## src/rtl/count_capture_fifo_if.sv

```systemverilog
// count_capture_fifo_if: capture-side inputs and show-ahead read port of count_capture_fifo.
interface count_capture_fifo_if #(
    parameter int N          = 4,
    parameter int DEPTH_LOG2 = 2
);
    logic [N-1:0]        count_in;
    logic                capture;
    logic                clr_overflow;
    logic                rd_ready;
    logic                rd_valid;
    logic [N:0]          rd_data;
    logic [DEPTH_LOG2:0] fill_level;
    logic                full;
    logic                empty;
    logic                overflow;
    modport master (
        output count_in, capture, clr_overflow, rd_ready,
        input  rd_valid, rd_data, fill_level, full, empty, overflow
    );
    modport slave (
        input  count_in, capture, clr_overflow, rd_ready,
        output rd_valid, rd_data, fill_level, full, empty, overflow
    );
endinterface

```

## src/rtl/count_capture_fifo.sv

```systemverilog
// count_capture_fifo: snapshots a free-running counter into a FIFO, tagging each entry with a wrap flag.
// Define CAPTURE_EDGE_EN to store only on the rising edge of capture instead of every high cycle.
module count_capture_fifo #(
    parameter int N          = 4,
    parameter int DEPTH_LOG2 = 2
) (
    input logic                 clk,
    input logic                 reset,
    count_capture_fifo_if.slave bus
);
    localparam int FW = DEPTH_LOG2 + 1;
    localparam int DEPTH = 2 ** DEPTH_LOG2;
    logic [DEPTH_LOG2-1:0] wr_ptr_q, wr_ptr_d, rd_ptr_q, rd_ptr_d;
    logic [FW-1:0]         fill_q, fill_d;
    logic                  overflow_q, overflow_d;
    logic                  wrap_pending_q, wrap_pending_d;
    logic [N-1:0]          prev_count_q, prev_count_d;
    logic [N:0]            mem_q [DEPTH];
    logic [N:0]            mem_d [DEPTH];
    logic                  cap, wrap_now, pop, push, is_full, is_valid;
`ifdef CAPTURE_EDGE_EN
    logic capture_prev_q;
    always_ff @(posedge clk) begin
        if (reset) capture_prev_q <= 1'b0;
        else       capture_prev_q <= bus.capture;
    end
    assign cap = bus.capture && !capture_prev_q;
`else
    assign cap = bus.capture;
`endif
    always_comb begin
        is_full        = fill_q == FW'(DEPTH);
        is_valid       = fill_q != '0;
        wrap_now       = (prev_count_q == '1) && (bus.count_in == '0);
        pop            = is_valid && bus.rd_ready;
        push           = cap && (!is_full || pop);
        mem_d          = mem_q;
        if (push) mem_d[wr_ptr_q] = {wrap_pending_q || wrap_now, bus.count_in};
        wr_ptr_d       = wr_ptr_q + DEPTH_LOG2'(push);
        rd_ptr_d       = rd_ptr_q + DEPTH_LOG2'(pop);
        fill_d         = fill_q + FW'(push) - FW'(pop);
        // a dropped capture keeps the wrap so the next stored entry still reports it
        wrap_pending_d = !push && (wrap_pending_q || wrap_now);
        overflow_d     = (cap && !push) || (overflow_q && !bus.clr_overflow);
        prev_count_d   = bus.count_in;
    end
    always_ff @(posedge clk) begin
        if (reset) begin
            wr_ptr_q       <= '0;
            rd_ptr_q       <= '0;
            fill_q         <= '0;
            overflow_q     <= 1'b0;
            wrap_pending_q <= 1'b0;
            prev_count_q   <= '0;
        end else begin
            wr_ptr_q       <= wr_ptr_d;
            rd_ptr_q       <= rd_ptr_d;
            fill_q         <= fill_d;
            overflow_q     <= overflow_d;
            wrap_pending_q <= wrap_pending_d;
            prev_count_q   <= prev_count_d;
        end
    end
    always_ff @(posedge clk) mem_q <= mem_d;
    assign bus.rd_valid   = is_valid;
    assign bus.rd_data    = is_valid ? mem_q[rd_ptr_q] : '0;
    assign bus.fill_level = fill_q;
    assign bus.full       = is_full;
    assign bus.empty      = !is_valid;
    assign bus.overflow   = overflow_q;
endmodule

```

## src/flat_wrapper.sv

```systemverilog
// flat-port wrapper written by rule: the top's interface ports become plain ports
module count_capture_fifo_flat 
#(
    parameter int N          = 4,
    parameter int DEPTH_LOG2 = 2
)
  (clk, reset, bus_count_in, bus_capture, bus_clr_overflow, bus_rd_ready, bus_rd_valid, bus_rd_data, bus_fill_level, bus_full, bus_empty, bus_overflow);
  count_capture_fifo_if #(.N(N), .DEPTH_LOG2(DEPTH_LOG2)) bus_i ();
  input logic clk;
  input logic reset;
  input wire logic [$bits(bus_i.count_in)-1:0] bus_count_in;
  input wire logic [$bits(bus_i.capture)-1:0] bus_capture;
  input wire logic [$bits(bus_i.clr_overflow)-1:0] bus_clr_overflow;
  input wire logic [$bits(bus_i.rd_ready)-1:0] bus_rd_ready;
  output wire logic [$bits(bus_i.rd_valid)-1:0] bus_rd_valid;
  output wire logic [$bits(bus_i.rd_data)-1:0] bus_rd_data;
  output wire logic [$bits(bus_i.fill_level)-1:0] bus_fill_level;
  output wire logic [$bits(bus_i.full)-1:0] bus_full;
  output wire logic [$bits(bus_i.empty)-1:0] bus_empty;
  output wire logic [$bits(bus_i.overflow)-1:0] bus_overflow;
  assign bus_i.count_in = bus_count_in;
  assign bus_i.capture = bus_capture;
  assign bus_i.clr_overflow = bus_clr_overflow;
  assign bus_i.rd_ready = bus_rd_ready;
  assign bus_rd_valid = bus_i.rd_valid;
  assign bus_rd_data = bus_i.rd_data;
  assign bus_fill_level = bus_i.fill_level;
  assign bus_full = bus_i.full;
  assign bus_empty = bus_i.empty;
  assign bus_overflow = bus_i.overflow;
  count_capture_fifo #(.N(N), .DEPTH_LOG2(DEPTH_LOG2)) u_core (.clk(clk), .reset(reset), .bus(bus_i));
endmodule
```

## config.mk

```make
export PLATFORM = sky130hd
export DESIGN_NAME = count_capture_fifo_flat
export DESIGN_NICKNAME = d
export VERILOG_FILES = /design/src/rtl/count_capture_fifo_if.sv /design/src/rtl/count_capture_fifo.sv /design/src/flat_wrapper.sv
export SDC_FILE = /design/constraint.sdc
export NUM_CORES = 1
export LEC_CHECK = 0
export BUFFER_PORTS_ARGS = -buffer_cell sky130_fd_sc_hd__buf_2
export CAP_MARGIN = 20
export CORE_ASPECT_RATIO = 0.8
export CORE_MARGIN = 2
export CORE_UTILIZATION = 49
export DETAILED_ROUTE_END_ITERATION = 10
export GPL_TIMING_DRIVEN = 0
export PLACE_DENSITY = 0.78
export SETUP_SLACK_MARGIN = 0.5
export SKIP_LAST_GASP = 1
export SLEW_MARGIN = 30
export SYNTH_ARGS = -nofsm -noshare
export SYNTH_HDL_FRONTEND = slang
export SYNTH_SLANG_ARGS = --single-unit
```

## constraint.sdc

```tcl
create_clock -name clk -period 1.8 [get_ports clk]
set_input_delay 0.18 -clock clk [delete_from_list [all_inputs] [get_ports clk]]
set_output_delay 0.18 -clock clk [all_outputs]
set_load 0.02 [all_outputs]
```

==> results.yml, run 1 <==
status:
  outcome: "complete, but fails checks"
  violations: "negative setup slack"
critical_path:
  timing.rr.end: "u_core.bus.fill_level[2]"
  slowest_delay_ns: 0.38
  end_kind: "output port"
  critPathLaunchType: "flop"
  critPathSlowestCell: "dfxtp_4"
  cp_cell_sequence: "buf_4 -> buf_6 -> buf_4 -> nor3_4 -> buf_12 -> nor2b_1 -> buf_2"
  setup.worst_path.class: "flop to output port"
  cp_top_family: "buffers and inverters"
  cp_num_buf_inv: 5
  critPathMaxFanout: 9
  r2r_cells: 10
  crit_top_cell: "buf_4"
  cp.arrival_ns: 1.69
  reg2reg_setup_slack_ns: -0.05
  crit-reg2reg-launch: "u_core.bus.fill_level[0]"
  cp.required_ns: 1.62
final_layout:
  final_cell_mix: "20 x edfxtp_1, 18 x buf_2, 15 x buf_4"
  area_growth_pct: 46.1
  final-instance-count-excl-fill: 175
  num_antenna_cells: 0
  mostFrequentLayoutCell: "edfxtp_1"
  fillers: 157
  nets: 150
  drive_gt1_share_pct: 59.7
floorplanning:
  core_sq_mm: 0.00252
  die_x_microns: 62.3
  io_pins: 21
  die_h_microns: 50.6
  row_count: 16
  initial_core_util_pct: 52.8
  die_area_sq_mm: 0.00316
power:
  p_int_w: 0.00174
  p_clk_share_pct: 14.9
  swShare_pct: 34.3
  p_comb_share_pct: 47.3
  pwr_density_cell_mw_per_mm2: 1360
  peakVddDrop_v: 0.000774
  p_seq_share_pct: 37.8
  power_leakage_nw: 0.749
  p_total_w: 0.00265
  switchingPower_w: 0.000908
cts:
  clk_latency_ns: 0.34
  clkTransAtPathRegs_ns: 0.09
  clkSinkCount: 33
  clock-root-buffer: "clkbuf_4"
  cts_buffer_depth: 2
  cts_tree: "built"
  cts_buffers: 5
  htreeDepth: 2
  postCtsHoldBufs: 0
synthesis:
  yosysTopAreaCell: "edfxtp_1"
  netlist_instances: 88
  synth_nets: 100
  seq_area_frac_synth_pct: 64.6
  synth-seq-cells: 33
  synth_area_leaders: "edfxtp_1 45%, dfxtp_1 20%, mux4_2 8.5%, nor2b_1 5.6%, xnor2_1 2.0%"
  yosysWarnings: 0
  yosysTopAreaCellShare_pct: 45.1
  synthDistinctLibCells: 30
  syn_avg_cell_area_sq_um: 15.1
  syn_area_sq_mm: 0.00133
global_route:
  grt_pass1_wl_microns: 4490
  antenna_found_initial: 0
  grt_usage_pct: 20.7
  overflow: 0
  grt_pass1_vias: 835
  grt_max_degree: 11
sta:
  rsz0062_at_grt: "yes"
  hold_viol: 0
  clock.fmax_mhz: 535
  fin_skew_ns: 0.00448
  slew_headroom_pct: 65.9
  maxSlewViolCount: 0
  setup_tns_ns: -0.486
  period_minus_slack_ns: 1.87
  tightest_slew_ns: 0.512
  worst_slack_ns: -0.0705
  timing.final.crit_share_pct: 104
  setup_viol: 8
  holdWs_ns: 0.0690
drt:
  ant_nets: 0
  first_pass_iters: 4
  drc: 0
  num_vias: 916
  drt-total-wl_microns: 3220
  initialDrtViolationCount: 19
  viasPerCell: 5.23
  wire_per_inst_microns: 18.4
worst_hold_path:
  hold_path_depth: 2
  worstHoldStart: "reset"
  min_path_type: "input port to flop"
  hold-path-endpoint: "u_core.bus.fill_level[1]"
flow_run:
  drv_cap: 0
placed_design:
  gp_congestion: 0.781
  dp_hpwl_microns: 1660
  place_ws_ns: -0.124
  port_buffers: 20
  dp.cells: 144
==> logic make-up after synthesis <==
logic type,Yosys count,share of synthesized area [%]
AO/OA/AOI/OAI,6,3.47
XOR/XNOR,4,2.63
adder cells (fa/ha/maj),3,3.38
buffers and inverters,6,1.78
flip-flops,33,64.6
multiplexers,5,8.45
AND/OR/NAND/NOR,31,15.7
==> per-stage QoR <==
| stage | area [sq um] | util [%] |
|---|---|---|
| 2_1_floorplan | 1410 | - |
| 3_3_place_gp | 1560 | 61.7 |
| 3_5_place_dp | 1560 | 61.7 |
| 4_1_cts | 1760 | 69.8 |
| 5_1_grt | 1950 | 77.2 |
| 6_report | 1950 | 77.2 |
==> what timing repair did <==
action,CTS,global route
pin swaps,8,6
setup endpoints to repair,34,35
setup buffers,11,12
resized for setup,18,17
==> flip-flops by register name, indices dropped and copies added, names as in the netlist <==
name,flops
u_core.bus.fill_level,3
u_core.bus.overflow,1
u_core.mem_q,20
u_core.prev_count_q,4
u_core.rd_ptr_q,2
u_core.wr_ptr_q,2
u_core.wrap_pending_q,1
==> how the worst max path moves through the flow <==
stage                             startpoint                  endpoint  slack [ns]  cells after the start
global route        u_core.bus.fill_level[0]  u_core.bus.fill_level[2]       -0.16                      8
floorplan           u_core.bus.fill_level[0]  u_core.bus.fill_level[2]       -0.05                      8
detailed placement  u_core.bus.fill_level[0]  u_core.bus.fill_level[2]       -0.12                      8
CTS                 u_core.bus.fill_level[0]  u_core.bus.fill_level[2]       -0.04                      8
global placement    u_core.bus.fill_level[0]  u_core.bus.fill_level[2]       -0.11                      8
finish              u_core.bus.fill_level[0]            bus_rd_data[0]       -0.07                      7
==> layout make-up <==
type                            instances  area [sq um]  area share, %
Tap cell                               36          45.0           2.31
Buffer                                  2          15.0          0.771
Multi-Input combinational cell         49           604           31.0
Sequential cell                        33           873           44.9
Inverter                                4          27.5           1.41
Clock buffer                            8          48.8           2.51
Timing Repair Buffer                   43           333           17.1
==> cell usage after synthesis (all sizes together) <==
| master | count |
|---|---|
| dfxtp | 13 |
| buf | 2 |
| edfxtp | 20 |
| ha | 2 |
| inv | 4 |
| fa | 1 |
| mux4 | 5 |
| nor4b | 1 |
| xnor2 | 3 |
| o31ai | 1 |
| nor2 | 4 |
| a21oi | 2 |
| nand2b | 2 |
| nand2 | 1 |
| or3 | 1 |
| nor3 | 2 |
| and3 | 2 |
| nor2b | 13 |
| nor3b | 3 |
| o21ai | 2 |
| or4 | 1 |
| nand4 | 1 |
| o21bai | 1 |
| xor2 | 1 |
==> metal layers <==
| layer | global-route usage (%) | share of wire, % | vias up |
|---|---|---|---|
| met1 | 24.6 | 40 | 445 |
| met5 | 0 | 0 | - |
| met2 | 35.5 | 51 | 44 |
| li1 | - | - | 422 |
| met4 | 8.89 | 2.3 | 0 |
| met3 | 6.28 | 6.4 | 5 |
==> power groups by stage <==
stage / logic (W) / registers, W / clock network, W
floorplan: 0.000553 / 0.00102 / 0
global placement: 0.000768 / 0.000995 / 0
detailed placement: 0.000778 / 0.00100 / 0
CTS: 0.000914 / 0.000997 / 0.000387
global route: 0.00133 / 0.00101 / 0.000443
finish: 0.00125 / 0.00100 / 0.000393
Note: power is estimated with default switching activity, not from simulation.
==> inputs of run 2 (changes only) <==
--- a/config.mk
+++ b/config.mk
@@ -19,3 +19,4 @@
 export SYNTH_ARGS = -nofsm -noshare
 export SYNTH_HDL_FRONTEND = slang
 export SYNTH_SLANG_ARGS = --single-unit
+export TNS_END_PERCENT = 30
==> run 2 against run 1 <==
Against the previous run: the run still ends with negative setup slack left; hold slack got worse by 0.031 ns; utilization decreased by 4.6 points; routed wire length decreased by 11%; fmax decreased by 3.5%; critical path depth increased by 1.
==> results.yml, run 2 (synthesis results as in run 1) <==
critical_path:
  cp.arrival_ns: 2.14
  setup.worst_path.class: "flop to flop"
  critPathLaunchType: "flop"
  critPathMaxFanout: 3
  critPathSlowestCell: "dfxtp_4"
  cp_cell_sequence: "nor4b_4 -> nand2b_4 -> inv_4 -> ha_4 -> fa_2 -> xnor2_2 -> xnor2_1 -> nor2_1"
  cp.required_ns: 2.00
  end_kind: "flop"
  slowest_delay_ns: 0.37
sta:
  tightest_slew_ns: 0.558
  hold_viol: 0
  period_minus_slack_ns: 1.94
  slew_headroom_pct: 62.7
  maxSlewViolCount: 0
  fin_skew_ns: 0.00331
  rsz0062_at_grt: "yes"
  timing.final.crit_share_pct: 108
  clock.fmax_mhz: 516
  worst_slack_ns: -0.139
  setup_viol: 9
floorplanning:
  die_h_microns: 50.6
  row_count: 16
  die_area_sq_mm: 0.00316
  initial_core_util_pct: 52.8
  core_sq_mm: 0.00252
  io_pins: 21
  die_x_microns: 62.3
cts:
  clkTransAtPathRegs_ns: 0.09
  clock-root-buffer: "clkbuf_4"
  clkSinkCount: 33
  clk_latency_ns: 0.32
  cts_tree: "built"
  cts_buffers: 5
  htreeDepth: 2
  cts_buffer_depth: 2
drt:
  wire_per_inst_microns: 17.2
  route.met3.wl_microns: 135
  initialDrtViolationCount: 32
  routed.top_layer: "met4"
  drc: 0
  viasPerCell: 5.16
  first_pass_iters: 4
  ant_nets: 0
  met2_length_microns: 1490
  num_vias: 857
  drt-total-wl_microns: 2860
  wl_met1_microns: 1180
power:
  pwr_density_cell_mw_per_mm2: 1360
  p_total_w: 0.00250
  peakVddDrop_v: 0.000682
  power_leakage_nw: 0.710
final_layout:
  mostFrequentLayoutCell: "edfxtp_1"
  largest_reg_flops: 20
  postLayoutCellArea_sq_mm: 0.00183
  final_cell_mix: "20 x edfxtp_1, 17 x buf_2, 9 x nor2b_1, 9 x buf_4, 9 x dfxtp_1"
  num_antenna_cells: 0
  top_register: "u_core.mem_q"
  nets: 141
  drive_gt1_share_pct: 54.6
  fillers: 176
  area_growth_pct: 37.5
placed_design:
  place_ws_ns: -0.117
  port_buffers: 20
  dp_hpwl_microns: 1690
  dpl-instance-area_sq_mm: 0.00155
  gp_congestion: 0.836
worst_hold_path:
  min_path_type: "input port to flop"
global_route:
  grt_max_degree: 11
  grt_usage_pct: 19.6
  antenna_found_initial: 0
  grt_pass1_vias: 834
  overflow: 0
  grt_pass1_wl_microns: 4310
flow_run:
  drv_cap: 0
status:
  violations: "negative setup slack"
  outcome: "complete, but fails checks"
## run 2: cell types whose count changed in the layout (fill, tap and decap cells not counted), moves of 2 or more
cell      previous run  this run
inv_1                1         3
and3_1               0         2
and3_4               2         0
buf_12               2         0
clkbuf_1             3         0
buf_4               15         9
## run 2: area by class of cell
type	count	area, sq um	share of cell area [%]
Sequential cell	33	873	47.7
Multi-Input combinational cell	49	574	31.4
Timing Repair Buffer	34	243	13.3
Clock buffer	6	51.3	2.80
Tap cell	36	45.0	2.46
Buffer	2	18.8	1.02
Inverter	4	17.5	0.956
Clock inverter	2	8.76	0.478
## run 2: worst max-delay path, delay by kind of cell, from the launching register on
family	cells	cell delay (ns)
simple gates	3	0.58
fa+ha+maj	2	0.50
flops	1	0.37
xor+xnor	2	0.33
buf+inv	1	0.04
## run 2: worst paths after layout
kind,cells past startpoint,slack (ns),from,to
setup / recovery,8,-0.14,u_core.bus.fill_level[0],u_core.bus.fill_level[2]
hold / removal,2,0.04,reset,u_core.bus.fill_level[0]
hold reg to reg,1,0.56,u_core.wrap_pending_q,u_core.mem_q[9]
setup reg to reg,8,-0.14,u_core.bus.fill_level[0],u_core.bus.fill_level[2]
## run 2: power breakdown
| group | total, W | leakage, nW | internal [W] | switching [W] |
|---|---|---|---|---|
| combinational | 0.00110 | 0.378 | 0.000558 | 0.000539 |
| clock | 0.000412 | 0.0357 | 0.000184 | 0.000228 |
| sequential | 0.000988 | 0.297 | 0.000902 | 0.0000859 |
## run 2: metal layers
layer / vias to the layer above / global-route usage (%)
li1: 403 / -
met1: 422 / 24.6
met2: 25 / 31.3
met3: 7 / 6.73
met4: 0 / 8.89
met5: - / 0
## run 2: metrics by stage
stage,std cells,util (%),TNS (ns),hold slack [ns]
global placement,144,61.6,-0.0769,0.372
floorplan,88,-,-0.0535,0.242
detailed placement,144,61.6,-0.298,0.381
global route,166,72.6,-1.04,0.0434
CTS,164,70.5,-0.0472,0.0269
finish,166,72.6,-0.166,0.0382
## run 2: timing repair
action / CTS / global route
hold buffers: 0 / 0
setup endpoints to repair: 33 / 34
setup buffers: 12 / 2
pin swaps: 6 / 2
resized for setup: 20 / 9
==> inputs of run 3 (changes only) <==
==> constraint.sdc (replaced) <==
create_clock -name clk -period 1.8 [get_ports clk]
set_input_delay 0.09 -clock clk [delete_from_list [all_inputs] [get_ports clk]]
set_output_delay 0.09 -clock clk [all_outputs]
set_load 0.02 [all_outputs]
==> run 3 against run 2 <==
Against the previous run: routed wire length decreased by 6.3%; sequential power increased by 0.5%; combinational power decreased by 13%; largest power group is now registers; the run still ends with negative setup slack left; largest cell class unchanged; via count decreased by 1.8%; design area decreased by 2.6%.
==> results.yml, run 3 (synthesis results as in run 1) <==
status:
  outcome: "complete, but fails checks"
  violations: "negative setup slack"
global_route:
  grt_pass1_vias: 832
  overflow: 0
  grt_usage_pct: 19.3
  antenna_found_initial: 0
  grt_pass1_wl_microns: 4260
  grt_max_degree: 11
critical_path:
  critPathLaunchType: "flop"
  setup.worst_path.class: "flop to flop"
  cp.arrival_ns: 2.09
  critPathMaxFanout: 3
  cp.required_ns: 2.01
  end_kind: "flop"
final_layout:
  final-instance-count-excl-fill: 166
  fillers: 184
  area_growth_pct: 33.9
  largest_reg_flops: 20
  final_cell_mix: "20 x edfxtp_1, 19 x buf_2, 12 x nor2b_1"
  nets: 141
  top_register: "u_core.mem_q"
  mostFrequentLayoutCell: "edfxtp_1"
  drive_gt1_share_pct: 50.8
  num_antenna_cells: 0
sta:
  hold_viol: 0
  worst_slack_ns: -0.0835
  period_minus_slack_ns: 1.88
  rsz0062_at_grt: "yes"
  tightest_slew_ns: 0.539
  fin_skew_ns: 0.00736
  timing.final.crit_share_pct: 105
  setup_viol: 1
  clock.fmax_mhz: 531
  slew_headroom_pct: 63.9
  holdWs_ns: 0.0112
  maxSlewViolCount: 0
drt:
  drt-total-wl_microns: 2680
  first_pass_iters: 4
  drc: 0
  wl_met1_microns: 1180
  viasPerCell: 5.07
  route.met3.wl_microns: 108
  wire_per_inst_microns: 16.1
  routed.top_layer: "met4"
  initialDrtViolationCount: 22
  ant_nets: 0
  num_vias: 842
  met2_length_microns: 1350
power:
  pwr_density_cell_mw_per_mm2: 1320
  p_comb_share_pct: 40.3
  p_int_w: 0.00155
  p_total_w: 0.00236
  switchingPower_w: 0.000809
  peakVddDrop_v: 0.000756
  power_leakage_nw: 0.686
  swShare_pct: 34.2
  p_clk_share_pct: 17.7
  p_seq_share_pct: 42.0
cts:
  cts_buffers: 5
  clk_latency_ns: 0.33
  cts_tree: "built"
  htreeDepth: 2
  cts_buffer_depth: 2
  clkTransAtPathRegs_ns: 0.10
  clock-root-buffer: "clkbuf_4"
  clkSinkCount: 33
placed_design:
  dp_hpwl_microns: 1690
  gp_congestion: 0.836
  port_buffers: 20
  place_ws_ns: -0.117
  dp.cells: 144
floorplanning:
  die_area_sq_mm: 0.00316
  io_pins: 21
  core_sq_mm: 0.00252
  die_x_microns: 62.3
  die_h_microns: 50.6
  row_count: 16
  initial_core_util_pct: 52.8
worst_hold_path:
  min_path_type: "input port to flop"
flow_run:
  drv_cap: 0
==> run 3: changes by cell type in the layout (fill, tap and decap cells not counted), sizes merged <==
cell and change:
buf -2, dlygate4sd3 +2
==> run 3: metrics by stage <==
step | area, sq um | utilization, % | setup TNS, ns
floorplan | 1410 | - | -0.0535
global placement | 1550 | 61.6 | -0.0769
detailed placement | 1550 | 61.6 | -0.298
CTS | 1760 | 69.6 | -0.0278
global route | 1780 | 70.7 | -0.351
finish | 1780 | 70.7 | -0.0835
==> run 3: timing repair <==
action / CTS / global route
setup buffers: 11 / 1
gates resized for setup: 11 / 4
pin swaps: 6 / 2
hold buffers: 2 / 0
endpoints found under the hold margin: 7 / 0
setup endpoints to repair: 33 / 34
==> run 3: power by group through the flow <==
| stage | Clock, W | Combinational (W) | Sequential [W] |
|---|---|---|---|
| 6_report | 0.000419 | 0.000952 | 0.000993 |
| 5_1_grt | 0.000454 | 0.00102 | 0.00100 |
| 4_1_cts | 0.000422 | 0.000917 | 0.000984 |
| 3_5_place_dp | 0 | 0.000783 | 0.00101 |
| 3_3_place_gp | 0 | 0.000773 | 0.000995 |
| 2_1_floorplan | 0 | 0.000548 | 0.00102 |
==> run 3: area by class of cell <==
class,count,area [sq um],area share [%]
Sequential cell,33,873,48.9
Multi-Input combinational cell,49,546,30.6
Timing Repair Buffer,34,228,12.8
Clock buffer,6,51.3,2.88
Tap cell,36,45.0,2.52
Inverter,4,17.5,0.982
Buffer,2,15.0,0.842
Clock inverter,2,8.76,0.491
==> run 3: per-layer routing <==
| metal | vias to the layer above | global-route usage (%) |
|---|---|---|
| li1 | 404 | - |
| met1 | 409 | 24.1 |
| met2 | 23 | 31.3 |
| met3 | 6 | 6.73 |
| met4 | 0 | 7.78 |
| met5 | - | 0 |
==> run 3: final timing paths <==
check | start | to | slack [ns] | depth (start not counted)
max | u_core.bus.fill_level[0] | u_core.bus.fill_level[2] | -0.08 | 8
min reg2reg | u_core.wrap_pending_q | u_core.mem_q[9] | 0.55 | 1
min | bus_count_in[1] | u_core.prev_count_q[1] | 0.01 | 2
max reg2reg | u_core.bus.fill_level[0] | u_core.bus.fill_level[2] | -0.08 | 8
==> run 3: worst max-delay path, cell delays in order (launching register included) <==
cell and delay [ns]:
dfxtp_4 0.38, o31ai_4 0.25, nand2b_4 0.17, o21ai_2 0.07
ha_4 0.17, fa_2 0.35, xnor2_2 0.15, xnor2_1 0.18
nor2_1 0.05
